$ cat config.mk
export PLATFORM = sky130hd
export DESIGN_NAME = temp_poll_ctrl
export DESIGN_NICKNAME = d
export VERILOG_FILES = /design/src/rtl/temp_poll_ctrl.sv
export SDC_FILE = /design/constraint.sdc
export NUM_CORES = 1
export LEC_CHECK = 0
export ABC_CLOCK_PERIOD_IN_PS = 2600
export BUFFER_PORTS_ARGS = -buffer_cell sky130_fd_sc_hd__buf_2
export CAP_MARGIN = 20
export CORE_AREA = 2 2 67 117
export DETAILED_ROUTE_END_ITERATION = 8
export DIE_AREA = 0 0 69 119
export GPL_ROUTABILITY_DRIVEN = 1
export PLACE_DENSITY_LB_ADDON = 0.15
export SLEW_MARGIN = 20
export SYNTH_ARGS = -nofsm -noshare
export SYNTH_HDL_FRONTEND = slang
export SYNTH_SLANG_ARGS = --single-unit
export TNS_END_PERCENT = 100
$ cat constraint.sdc
create_clock -name sck_in -period 2.6 [get_ports sck_in]
set_input_delay 0.13 -clock sck_in [delete_from_list [all_inputs] [get_ports sck_in]]
set_output_delay 0.13 -clock sck_in [all_outputs]
set_load 0.02 [all_outputs]
$ cat src/rtl/temp_poll_ctrl.sv
// temp_poll_ctrl: command-side sequencer for the SPI master. It writes one sensor config
// register after reset, then polls the temperature register and publishes samples and an alarm.
//
// state  | meaning
// SYNC   | wait for trans_done high 4 consecutive clocks (master idle)
// CFG_GO | load the config write and toggle start_trans
// WAIT   | poll interval down-counter running
// RD_GO  | load the temperature read and toggle start_trans
// ACK    | wait for the master to drop trans_done
// BUSY   | wait for the master to raise trans_done
// CAP    | capture the sample, pulse temp_valid, update alarm
module temp_poll_ctrl #(
  parameter int unsigned       POLL_DIV = 50000,
  parameter logic [7:0]        CFG_CMD  = 8'h08,
  parameter logic [7:0]        CFG_VAL  = 8'h80,
  parameter logic [7:0]        RD_CMD   = 8'h50,
  parameter int unsigned       ACK_TO   = 8,
  parameter int unsigned       DONE_TO  = 1024,
  parameter logic signed [15:0] ALARM_HI = 16'sd1280,
  parameter logic signed [15:0] ALARM_LO = 16'sd1200
) (
  input  logic        sck_in,
  input  logic        rst_n,
  output logic        start_trans,
  input  logic        trans_done,
  output logic [3:0]  in_bytes_count,
  output logic [3:0]  out_bytes_count,
  output logic [31:0] in_bytes,
  input  logic [31:0] out_bytes,
  output logic [15:0] temp_q,
  output logic        temp_valid,
  output logic        alarm,
  output logic        err,
  output logic [7:0]  err_cnt
);

  typedef enum logic [2:0] {
    S_SYNC, S_CFG_GO, S_WAIT, S_RD_GO, S_ACK, S_BUSY, S_CAP
  } state_t;

  localparam logic [23:0] POLL_LD = 24'(POLL_DIV - 1);
  localparam logic [23:0] ACK_LD  = 24'(ACK_TO - 1);
  localparam logic [23:0] DONE_LD = 24'(DONE_TO - 1);

  state_t      state;
  logic [23:0] timer;
  logic [1:0]  sync_cnt;
  logic        cfg_done;
  logic        ret_cap;

  logic signed [15:0] temp_new;
  logic               unused_hi;

  // Sensor delivers a left-justified 13-bit reading; the low 3 bits are flags.
  assign temp_new  = $signed(out_bytes[15:0]) >>> 3;
  assign unused_hi = ^out_bytes[31:16];

  function automatic logic [7:0] sat_inc(input logic [7:0] v);
    return (v == 8'hFF) ? v : v + 8'd1;
  endfunction

  always_ff @(posedge sck_in or negedge rst_n) begin
    if (!rst_n) begin
      state           <= S_SYNC;
      timer           <= '0;
      sync_cnt        <= '0;
      cfg_done        <= 1'b0;
      ret_cap         <= 1'b0;
      start_trans     <= 1'b0;
      in_bytes_count  <= '0;
      out_bytes_count <= '0;
      in_bytes        <= '0;
      temp_q          <= '0;
      temp_valid      <= 1'b0;
      alarm           <= 1'b0;
      err             <= 1'b0;
      err_cnt         <= '0;
    end else begin
      temp_valid <= 1'b0;
      case (state)
        S_SYNC: begin
          if (!trans_done) begin
            sync_cnt <= '0;
          end else if (sync_cnt == 2'd3) begin
            sync_cnt <= '0;
            if (cfg_done) begin
              timer <= POLL_LD;
              state <= S_WAIT;
            end else begin
              state <= S_CFG_GO;
            end
          end else begin
            sync_cnt <= sync_cnt + 2'd1;
          end
        end
        S_CFG_GO: begin
          if (!trans_done) begin
            err_cnt <= sat_inc(err_cnt);
            state   <= S_SYNC;
          end else begin
            in_bytes_count  <= 4'd2;
            out_bytes_count <= 4'd0;
            in_bytes        <= {16'h0, CFG_CMD, CFG_VAL};
            start_trans     <= ~start_trans;
            ret_cap         <= 1'b0;
            timer           <= ACK_LD;
            state           <= S_ACK;
          end
        end
        S_WAIT: begin
          if (!trans_done) begin
            err_cnt <= sat_inc(err_cnt);
            state   <= S_SYNC;
          end else if (timer == '0) begin
            state <= S_RD_GO;
          end else begin
            timer <= timer - 24'd1;
          end
        end
        S_RD_GO: begin
          if (!trans_done) begin
            err_cnt <= sat_inc(err_cnt);
            state   <= S_SYNC;
          end else begin
            in_bytes_count  <= 4'd1;
            out_bytes_count <= 4'd2;
            in_bytes        <= {24'h0, RD_CMD};
            start_trans     <= ~start_trans;
            ret_cap         <= 1'b1;
            timer           <= ACK_LD;
            state           <= S_ACK;
          end
        end
        S_ACK: begin
          if (!trans_done) begin
            timer <= DONE_LD;
            state <= S_BUSY;
          end else if (timer == '0) begin
            err     <= 1'b1;
            err_cnt <= sat_inc(err_cnt);
            state   <= S_SYNC;
          end else begin
            timer <= timer - 24'd1;
          end
        end
        S_BUSY: begin
          if (trans_done) begin
            if (ret_cap) begin
              state <= S_CAP;
            end else begin
              cfg_done <= 1'b1;
              timer    <= POLL_LD;
              state    <= S_WAIT;
            end
          end else if (timer == '0) begin
            err     <= 1'b1;
            err_cnt <= sat_inc(err_cnt);
            state   <= S_SYNC;
          end else begin
            timer <= timer - 24'd1;
          end
        end
        S_CAP: begin
          temp_q     <= temp_new;
          temp_valid <= 1'b1;
          if (temp_new >= ALARM_HI)
            alarm <= 1'b1;
          else if (temp_new < ALARM_LO)
            alarm <= 1'b0;
          timer <= POLL_LD;
          state <= S_WAIT;
        end
        default: state <= S_SYNC;
      endcase
    end
  end

endmodule
# Word-level counts from Yosys, hierarchy flattened
# Cells that the tools add are included.
[totals]
inputBits = 35
register_bits = 96
out_inout_bits = 68
[classes]
n_reduce_logical = 17
bitwise = 2
magnitude_cmp = 2
n_eq_ne = 20
n_mux = 47
n_addsub = 3
[ops]
columns = ["operator", "count"]
rows = [
  ["24-bit 2-to-1 mux", 9],
  ["24-bit one-hot mux with 6 select lines", 1],
  ["32-bit 2-to-1 mux", 2],
  ["32-bit one-hot mux with 2 select lines", 1],
  ["8-bit 2-to-1 mux", 5],
  ["3-bit 2-to-1 mux", 9],
  ["24-bit zero test", 1],
  ["8-bit one-hot mux with 3 select lines", 1],
  ["24-bit by 1-bit subtractor with 24-bit output, second input constant", 1],
  ["2-bit inequality test, second input constant", 9],
  ["3-bit one-hot mux with 6 select lines", 1],
  ["4-bit one-hot mux with 2 select lines", 2],
  ["13-bit by 12-bit >= comparator with 1-bit output, second input constant", 1],
  ["13-bit by 12-bit < comparator with 1-bit output, second input constant", 1],
  ["4-bit 2-to-1 mux", 3],
  ["3-bit AND reduction", 4],
  ["3-bit equality test, second input constant", 3],
  ["8-bit by 1-bit adder with 8-bit output, second input constant", 1],
  ["8-bit equality test, second input constant", 1],
  ["1-bit 2-to-1 mux", 8],
  ["7-bit AND reduction", 1],
  ["3-bit by 2-bit equality test with 1-bit output, second input constant", 2],
  ["2-bit 2-to-1 mux", 3],
  ["3-bit inequality test, second input constant", 2],
  ["other kinds (14)", 19],
]

# Longest topological paths before layout
# Gate-level depths: netlist of the first run.
[logic_depth]
ltp_word = 5
mapped_depth = 9
ltp_nobuf = 7

# Least setup slack after synthesis of the first run
# Ideal clock, no wire load.
[synth_timing]
path_kind = "register to register"
startpoint = "register timer[0]"
endpoint = "register err_cnt[1]"
n_path_buf = 2
arrival_ns = 2.104
period_less_slack_ns = 2.229
required_ns = 2.475
setup_time_ns = 0.125
stages_incl_launch_ff = 10
setup_slack_ns = 0.371
cell_sequence = "dfrtp_1 inv_1 ha_1 or3b_2 clkbuf_1 nor3_4 and3_1 buf_4 o21ai_4 mux2_4"
[synth_between]
elab_chain_len = 4
elab_cells_between_ends = 5
[synth_lines]
columns = ["element", "line_no", "source"]
rows = [
  ["start: declaration", "46", "logic [23:0] timer;"],
  ["start signal: assignment", "117", "timer <= timer - 24'd1;"],
  ["start signal: assignment", "143", "timer <= timer - 24'd1;"],
  ["start signal: assignment", "160", "timer <= timer - 24'd1;"],
  ["24-bit zero test *", "138, 155", ""],
  ["8-bit 2-to-1 mux *", "--", ""],
  ["8-bit 2-to-1 mux, on equally long branches", "--", ""],
  ["8-bit one-hot mux with 3 select lines *", "--", ""],
  ["end signal: assignment", "122", "err_cnt <= sat_inc(err_cnt);"],
  ["end signal: assignment", "140", "err_cnt <= sat_inc(err_cnt);"],
  ["end signal: assignment", "157", "err_cnt <= sat_inc(err_cnt);"],
  ["end: declaration", "34", "output logic [7:0] err_cnt"],
]
# Mark *: on every way between the ends. The rest lies on a longest branch, timed or not. The select of a mux whose other input is x is not followed.
# A chain may end at the register's enable or synchronous reset.

# Worst setup path in the final report of the first run
[layout_timing]
startpoint = "register timer[4]"
endpoint = "register timer[21]"
[layout_between]
elab_chain_len = 4
elab_cells_between_ends = 7
[layout_lines]
columns = ["element", "line_no", "source"]
rows = [
  ["24-bit by 1-bit subtractor with 24-bit output / 24-bit zero test (equally long branches)", "--", ""],
  ["24-bit 2-to-1 mux *", "114, 138, 155", ""],
  ["24-bit 2-to-1 mux, on equally long branches", "147, 111, 135", ""],
  ["24-bit one-hot mux with 6 select lines *", "80", "case (state)"],
]
# Marks and branches as above.

==> flow_summary.ini, run 1 <==
[run_status]
status = completed

[cells_and_area]
nets = 477
n_antenna_cell = 0
stdcell_count = 532
area_growth_pct = 15.7
drive_gt1_share_pct = 24.8

[cts]
tritoncts = yes
clock_sinks = 57
root_buffer = clkbuf_16
cts_resized = 0
numCtsBuffers = 9
htreeDepth = 3
clk_latency_ns = 0.33
clk_pin_slew_ns = 0.05
cts_buffer_depth = 2

[detailed_routing]
drc_errors = 0
via_per_inst = 5.65
wl_um = 7980
dr.pass1.iters = 4
vias = 3005
drtIter0Drc = 149
routedWlPerCell_um = 15.0
ant_nets = 0

[timing]
rsz0062_at_grt = no
hold_viol = 0
worst_pin_slew_ns = 0.881
max_freq_ghz = 0.428
period_share_pct = 89.8
maxSlewHeadroom_pct = 41.3
finClkSkew_ns = 0.00666
drv_slew = 0
period_needed_ns = 2.33
finalSetupViolations = 0
finalSetupTns_ns = 0

[floorplanning]
start_util_pct = 48.2
core_region_area_um2 = 7360
die_w_um = 69
rows = 42
ios = 103
die_h_um = 119
dieArea_um2 = 8210

[logic_synthesis]
yosysSeqAreaShare_pct = 40.2
synth_edf_count = 0
yosys_warnings = 0
synth_top_flop_cell = dfrtp_1
synth_area_um2 = 3550
synth_cell_type_count = 64
ys_seq_elements = 57
synth_area_per_cell_um2 = 9.12
synthCells = 389
async_flop_share_pct = 100

[setup_path]
r2r_cells = 5
critPathLaunchType = flop
worst-r2r-setup-slack_ns = 0.27
r2r-end = timer[21]$_DFFE_PN0P_
required_ns = 2.82
worst-setup-path-type = reg -> reg
setup.worst_path.end_class = flop
arrival_ns = 2.55
r2r-start = timer[4]$_DFFE_PN0P_
worstPathMaxFanout = 8

[grt]
grt_pass1_wl_um = 13200
grtUsageTotal_pct = 20.1
grt_pass1_vias = 2853
grt_remaining_overflow = 0
grt_start_max_net_pins = 40
antenna_found_initial = 0

[worst_hold_path]
min_to = temp_q[1]$_DFFE_PN0P_
hold_class = in -> reg
min_from = out_bytes[4]
hold_depth = 3

[power]
leakage_nw = 1.92
ir_drop_v = 0.000521
p_per_area_nw_per_um2 = 1190

[place]
portBuffers = 50
place.gp.congestion = 0.904
hpwlAfterDp_um = 5840
placed_cells = 510

[run]
max_cap_violations = 0
critical path, cell delays in order (launching register included):
cell and delay [ns]:
dfrtp_1 0.44, or4_1 0.72, or3_4 0.46, a21oi_4 0.20, nand4_1 0.11, a32o_2 0.28
where the power goes:
| part | internal (mW) | switching, mW |
|---|---|---|
| clock | 0.835 | 0.423 |
| combinational | 0.845 | 1.38 |
| sequential | 1.17 | 0.227 |
| total | 2.85 | 2.03 |
per-stage QoR:
stage	power, mW	utilization [%]	hold slack, ns	setup slack [ns]	instance area, um^2
3_5_place_dp	3.62	50.6	0.313	0.282	3720
4_1_cts	4.90	55.8	0.00138	0.261	4110
5_1_grt	5.19	55.8	0.0195	0.150	4110
2_1_floorplan	3.03	-	-0.166	0.371	3670
6_report	4.87	55.8	0.00814	0.266	4110
3_3_place_gp	3.59	50.6	0.310	0.292	3720
kinds of logic after synthesis:
logic type	synth area share (%)
other	0.106
multiplexers	3.60
adder cells (fa/ha/maj)	1.34
AO/OA/AOI/OAI	18.1
flip-flops	40.2
XOR/XNOR	1.73
buffers and inverters	12.8
AND/OR/NAND/NOR	22.1
cell usage in the layout, fill, tap and decap left out, drive strengths merged, types with 3 or more instances in the layout:
cell / instances
mux2: 11
ha: 3
nor3b: 3
nor3: 11
or4: 5
nand4: 5
dfrtp: 57
a21o: 3
o22ai: 6
xnor2: 5
o21a: 5
clkbuf: 9
nand2: 45
o211ai: 7
nor4: 10
clkinvlp: 4
conb: 33
o21ai: 21
dlygate4sd3: 6
nand3: 12
and3: 6
nand2b: 4
or3: 5
o2111ai: 3
o31ai: 3
a21oi: 17
and2: 5
a31oi: 13
buf: 63
inv: 11
o22a: 3
nor2: 20
o311ai: 3
state kept, by name (all words and copies together), names as in the netlist:
signal / count
timer: 24
temp_q: 13
err_cnt: 8
state: 3
sync_cnt: 2
alarm: 1
cfg_done: 1
err: 1
in_bytes: 1
in_bytes_count: 1
start_trans: 1
temp_valid: 1
worst max path at each step:
stage,start,endpoint
2_1_floorplan,timer[0]$_DFFE_PN0P_,err_cnt[1]$_DFFE_PN0P_
3_3_place_gp,timer[4]$_DFFE_PN0P_,timer[21]$_DFFE_PN0P_
3_5_place_dp,timer[0]$_DFFE_PN0P_,state[0]$_DFFE_PN0P_
4_1_cts,timer[0]$_DFFE_PN0P_,state[0]$_DFFE_PN0P_
5_1_grt,timer[0]$_DFFE_PN0P_,err_cnt[1]$_DFFE_PN0P_
6_report,timer[4]$_DFFE_PN0P_,timer[21]$_DFFE_PN0P_
area by class of cell:
class	instances	area [um^2]
Tap cell	88	110
Clock buffer	9	225
Inverter	11	41.3
Clock inverter	7	95.1
Timing Repair Buffer	69	420
Multi-Input combinational cell	291	1790
Fill cell	673	3250
Sequential cell	57	1430
synth_stat cells (6+ instances only):
library cell  instances  share of area, %
dfrtp_1              57                40
buf_4                44               9.3
nand2_1              44               4.7
nor2_1               19               2.0
o21ai_0              18               2.5
a21oi_1              16               2.3
a31oi_1              13               2.3
nand3_1              12               1.7
inv_1                11               1.2
mux2_2               10               3.2
nor3_1               10               1.4
clkbuf_1              9              0.95
nor4_1                7               1.2
o211ai_1              7               1.5
and3_1                6               1.1
buf_2                 6              0.85
o22ai_1               6               1.1
layer usage:
metal  GRT usage, %  part of all wire, %  vias to the layer above
met3           4.91                  5.0                       23
met4           11.3                  3.4                        0
met5              0                    0                        -
met1           21.8                   38                     1429
met2           35.1                   53                      115
li1               -                    -                     1438
what timing repair did:
item                       in CTS  in global routing
setup endpoints to repair       0                  0
buffers inserted                0                  0
hold endpoints to repair       42                  0
hold buffers                    6                  0
No activity file was read; power rests on OpenSTA's default activity.
==> run 2: changes to the inputs <==
- CORE_AREA: 2 2 67 117 -> 2 2 75 130
- DIE_AREA: 0 0 69 119 -> 0 0 77 132
==> run 2 against run 1 <==
Compared with the run above:
- non-clock buffer count decreased by 2
- largest power group unchanged
- highest routed layer unchanged
- critical endpoint is now state[0]$_DFFE_PN0P_
- power down 0.44%
- clock-buffer cell count increased by 2
- largest cell class unchanged
- die area grew 24%
==> flow_summary.ini, run 2 (synthesis gave the netlist of run 1 again) <==
[grt]
grt_pass1_wl_um = 13600
antenna_found_initial = 0
grt_remaining_overflow = 0
grt_start_max_net_pins = 58
grt_pass1_vias = 2813
grtUsageTotal_pct = 16.6

[place]
place.gp.congestion = 0.815
portBuffers = 50
placed_cells = 544
hpwlAfterDp_um = 6150

[setup_path]
required_ns = 2.80
worst-setup-path-type = reg -> reg
r2r-start = timer[0]$_DFFE_PN0P_
cp_cell_sequence = inv_1 -> ha_1 -> or3b_2 -> or3_4 -> nor2_4 -> o22ai_1 -> nor4_1
worstPathMaxFanout = 7
startpoint = timer[0]$_DFFE_PN0P_
critPathLaunchType = flop
critPathMaxStageDelay_ns = 0.57
cp_top_family = simple AND/OR/NAND/NOR gates
arrival_ns = 2.58
cp_slowest_cell = or3b_2
setup.worst_path.end_class = flop
path_buf_inv = 1

[cells_and_area]
largest_register = timer
stdcell_count = 562
final_util_pct = 45.2
layout_commonest_cell = dfrtp_1
largest_reg_flops = 24
mostFrequentLayoutCells = dfrtp_1, buf_2, nand2_1, conb_1, nor2_1
nets = 475
area_growth_pct = 15.8
n_antenna_cell = 0
drive_gt1_share_pct = 25.1
largestRegisters = timer: 24 flops, temp_q: 13 flops, err_cnt: 8 flops
fillers = 932

[timing]
maxSlewHeadroom_pct = 50.6
max_freq_ghz = 0.419
period_needed_ns = 2.38
hold_viol = 0
period_share_pct = 91.7
finClkSkew_ns = 0.00617
finalSetupTns_ns = 0
drv_slew = 0
finalSetupViolations = 0
rsz0062_at_grt = no
worst_pin_slew_ns = 0.742
whs_ns = 0.00650

[worst_hold_path]
hold_class = in -> reg
min_from = out_bytes[3]

[run_status]
status = completed

[run]
max_cap_violations = 0

[cts]
clk_pin_slew_ns = 0.05
root_buffer = clkbuf_16
numCtsBuffers = 9
cts_buffer_depth = 2
htreeDepth = 3
clock_sinks = 57
postCtsSetupBuffers = 0
clk_latency_ns = 0.33
tritoncts = yes

[detailed_routing]
ant_nets = 0
drtIter0Drc = 136
routedWlPerCell_um = 14.7
drc_errors = 0
wl_um = 8260
vias = 2957
dr.pass1.iters = 4
via_per_inst = 5.26

[power]
p_per_area_nw_per_um2 = 1180
ir_drop_v = 0.000514
leakage_nw = 1.93

[floorplanning]
start_util_pct = 39.0
rows = 46
core_region_area_um2 = 9090
dieArea_um2 = 10200
die_w_um = 77
ios = 103
die_h_um = 132
-- run 2: path summary, 6_finish.rpt --
path | slack (ns) | end | cells after the start
setup / recovery | 0.22 | state[0]$_DFFE_PN0P_ | 7
hold / removal | 0.006 | temp_q[0]$_DFFE_PN0P_ | 3
setup reg to reg | 0.22 | state[0]$_DFFE_PN0P_ | 7
hold reg to reg | 0.47 | temp_q[3]$_DFFE_PN0P_ | 2
max in group asynchronous | 1.62 | timer[21]$_DFFE_PN0P_ | 3
min in group asynchronous | 0.49 | err_cnt[6]$_DFFE_PN0P_ | 3
-- run 2: per-stage QoR --
stage | area (um^2) | total power, mW | worst slack (ns)
global route | 4110 | 5.21 | 0.120
finish | 4110 | 4.85 | 0.215
detailed placement | 3770 | 3.62 | 0.244
floorplan | 3670 | 3.03 | 0.371
CTS | 4110 | 4.91 | 0.226
global placement | 3770 | 3.58 | 0.269
-- run 2: final cells by class --
cell class	instances	area (um^2)	share of cell area (%)
inverters	11	41.3	1.00
well taps	120	150	3.65
clock inverters	5	78.8	1.92
clock buffers	11	243	5.91
flip-flops and latches	57	1430	34.7
repair buffers	67	383	9.32
multi-input cells	291	1790	43.5
-- run 2: what timing repair did --
action | 4_1_cts | 5_1_grt
resized for setup | 0 | 0
hold buffers | 2 | 0
endpoints found under the hold margin | 58 | 0
-- run 2: per-layer routing --
layer,vias up,GRT usage (%),part of all wire [%]
li1,1434,-,-
met1,1423,17.7,39
met2,81,30.6,53
met3,19,3.77,4.2
met4,0,7.74,3.1
met5,-,0,0
-- run 2: worst reg2reg max path, stage by stage, from the launching register on --
cell	delay, ns
dfrtp_1	0.37
inv_1	0.11
ha_1	0.20
or3b_2	0.57
or3_4	0.40
nor2_4	0.23
o22ai_1	0.10
nor4_1	0.26
-- run 2: power breakdown --
part           total (mW)  internal, mW  switching [mW]
Clock                1.26         0.862           0.397
Combinational        2.22         0.825            1.39
Sequential           1.38          1.17           0.208
==> run 3: changes to the inputs <==
- ABC_CLOCK_PERIOD_IN_PS: 2600 -> 2190
- clock period: 2.6 -> 2.19 ns (I/O delays scaled with it)
==> run 3 against run 2 <==
Compared with the run above:
- maximum frequency is 13% higher
- first-iteration DRC count grew 7.4%
- highest routed layer unchanged
- core utilization up 2.3 points
- power increased by 20%
==> flow_summary.ini, run 3 (synthesis gave the netlist of run 1 again) <==
[cts]
postCtsSetupBuffers = 0
tritoncts = yes
cts_buffer_depth = 2
clock_sinks = 57
htreeDepth = 3
numCtsBuffers = 9
clk_pin_slew_ns = 0.05
clk_latency_ns = 0.32
root_buffer = clkbuf_16

[cells_and_area]
final_util_pct = 47.5
largestRegisters = timer: 24 flops, temp_q: 13 flops, err_cnt: 8 flops
area_growth_pct = 21.8
fin_area_um2 = 4320
largest_reg_flops = 24
n_antenna_cell = 0
mostFrequentLayoutCells = dfrtp_1, buf_2, nand2_1, buf_4, conb_1
fillers = 901
layout_commonest_cell = dfrtp_1
nets = 500
largest_register = timer
drive_gt1_share_pct = 29.1

[place]
place_area_um2 = 3950
portBuffers = 50
place.gp.congestion = 0.903
hpwlAfterDp_um = 6500

[detailed_routing]
ant_nets = 0
dr.pass1.iters = 4
routedWlPerCell_um = 14.6
wl_um = 8590
vias = 3047
drc_errors = 0
via_per_inst = 5.19
drtIter0Drc = 146

[setup_path]
setup.worst_path.end_class = flop
r2r-end = timer[15]$_DFFE_PN0P_
r2r_cells = 9
worstSetupEndpoint = timer[15]$_DFFE_PN0P_
worst-setup-path-type = reg -> reg
r2r-start = timer[0]$_DFFE_PN0P_
worstPathMaxFanout = 5
required_ns = 2.43
cp_slowest_cell = or3b_4
startpoint = timer[0]$_DFFE_PN0P_
cp_top_family = simple AND/OR/NAND/NOR gates
cp.depth = 9
path_buf_inv = 3
cp_common_cell = buf_4
worst-r2r-setup-slack_ns = 0.09
arrival_ns = 2.34
cp_cell_sequence = inv_2 -> ha_4 -> or3b_4 -> nor3_4 -> buf_4 -> a21oi_4 -> buf_4 -> a211o_2 -> o2111ai_1
critPathMaxStageDelay_ns = 0.41
critPathLaunchType = flop

[grt]
grtUsageTotal_pct = 17.9
grt_pass1_wl_um = 14500
grt_remaining_overflow = 0
grt_pass1_vias = 3023
grt_start_max_net_pins = 26
antenna_found_initial = 0

[floorplanning]
start_util_pct = 39.0
rows = 46
ios = 103
die_w_um = 77
core_region_area_um2 = 9090
die_h_um = 132
dieArea_um2 = 10200

[run]
max_cap_violations = 0

[timing]
maxSlewHeadroom_pct = 60.2
finClkSkew_ns = 0.00512
period_needed_ns = 2.10
max_freq_ghz = 0.475
finalSetupTns_ns = 0
worst_pin_slew_ns = 0.590
hold_viol = 0
finalSetupViolations = 0
period_share_pct = 96.0
drv_slew = 0
rsz0062_at_grt = yes

[worst_hold_path]
hold_class = in -> reg

[power]
p_per_area_nw_per_um2 = 1350
ir_drop_v = 0.000647
leakage_nw = 2.03

[run_status]
status = completed
## run 3: timing repair
item                       CTS  global route
pin swaps                    0             0
resized for setup            1             2
hold buffers                 7             0
hold endpoints to repair    25             0
setup endpoints to repair    1            15
## run 3: layout make-up
cell class | instances | area, um^2 | share of cell area [%]
Tap cell | 120 | 150 | 3.48
Timing Repair Buffer | 92 | 596 | 13.8
Inverter | 11 | 41.3 | 0.956
Multi-Input combinational cell | 291 | 1810 | 41.9
Clock inverter | 5 | 55.1 | 1.27
Sequential cell | 57 | 1430 | 33.0
Clock buffer | 11 | 243 | 5.62
## run 3: worst min path at each step
stage	cells past startpoint	slack [ns]	start	to
finish	2	0.04	out_bytes[11]	temp_q[8]$_DFFE_PN0P_
global route	2	0.03	out_bytes[11]	temp_q[8]$_DFFE_PN0P_
CTS	2	0.02	out_bytes[7]	temp_q[4]$_DFFE_PN0P_
detailed placement	1	0.09	rst_n	err_cnt[4]$_DFFE_PN0P_
global placement	1	0.09	rst_n	err_cnt[4]$_DFFE_PN0P_
floorplan	0	-0.19	rst_n	alarm$_DFFE_PN0P_
## run 3: metal layers
layer	share of wire [%]	GRT usage (%)
met1	39	19.7
met4	3.0	9.42
met2	53	31.7
met3	4.5	3.84
met5	0	0
## run 3: per-stage QoR
step                setup slack (ns)  hold slack [ns]  instances  total power, mW
floorplan                     0.0535           -0.186        421             3.62
global placement              0.0240           0.0924        564             4.42
detailed placement          -0.00689           0.0874        564             4.46
CTS                           0.0126           0.0171        587             5.88
global route                -0.00665           0.0304        587             6.26
finish                        0.0867           0.0354        587             5.83
## run 3: power by group
group	leakage, nW	internal, mW	switching [mW]
combinational	1.18	1.11	1.71
clock	0.142	0.905	0.461
sequential	0.717	1.39	0.250
total	2.03	3.40	2.43
## run 3: worst register-to-register path: stages, from the launching register on
cell,delay [ns]
dfrtp_1,0.38
inv_2,0.10
ha_4,0.15
or3b_4,0.41
nor3_4,0.19
buf_4,0.17
a21oi_4,0.08
buf_4,0.14
a211o_2,0.32
o2111ai_1,0.08
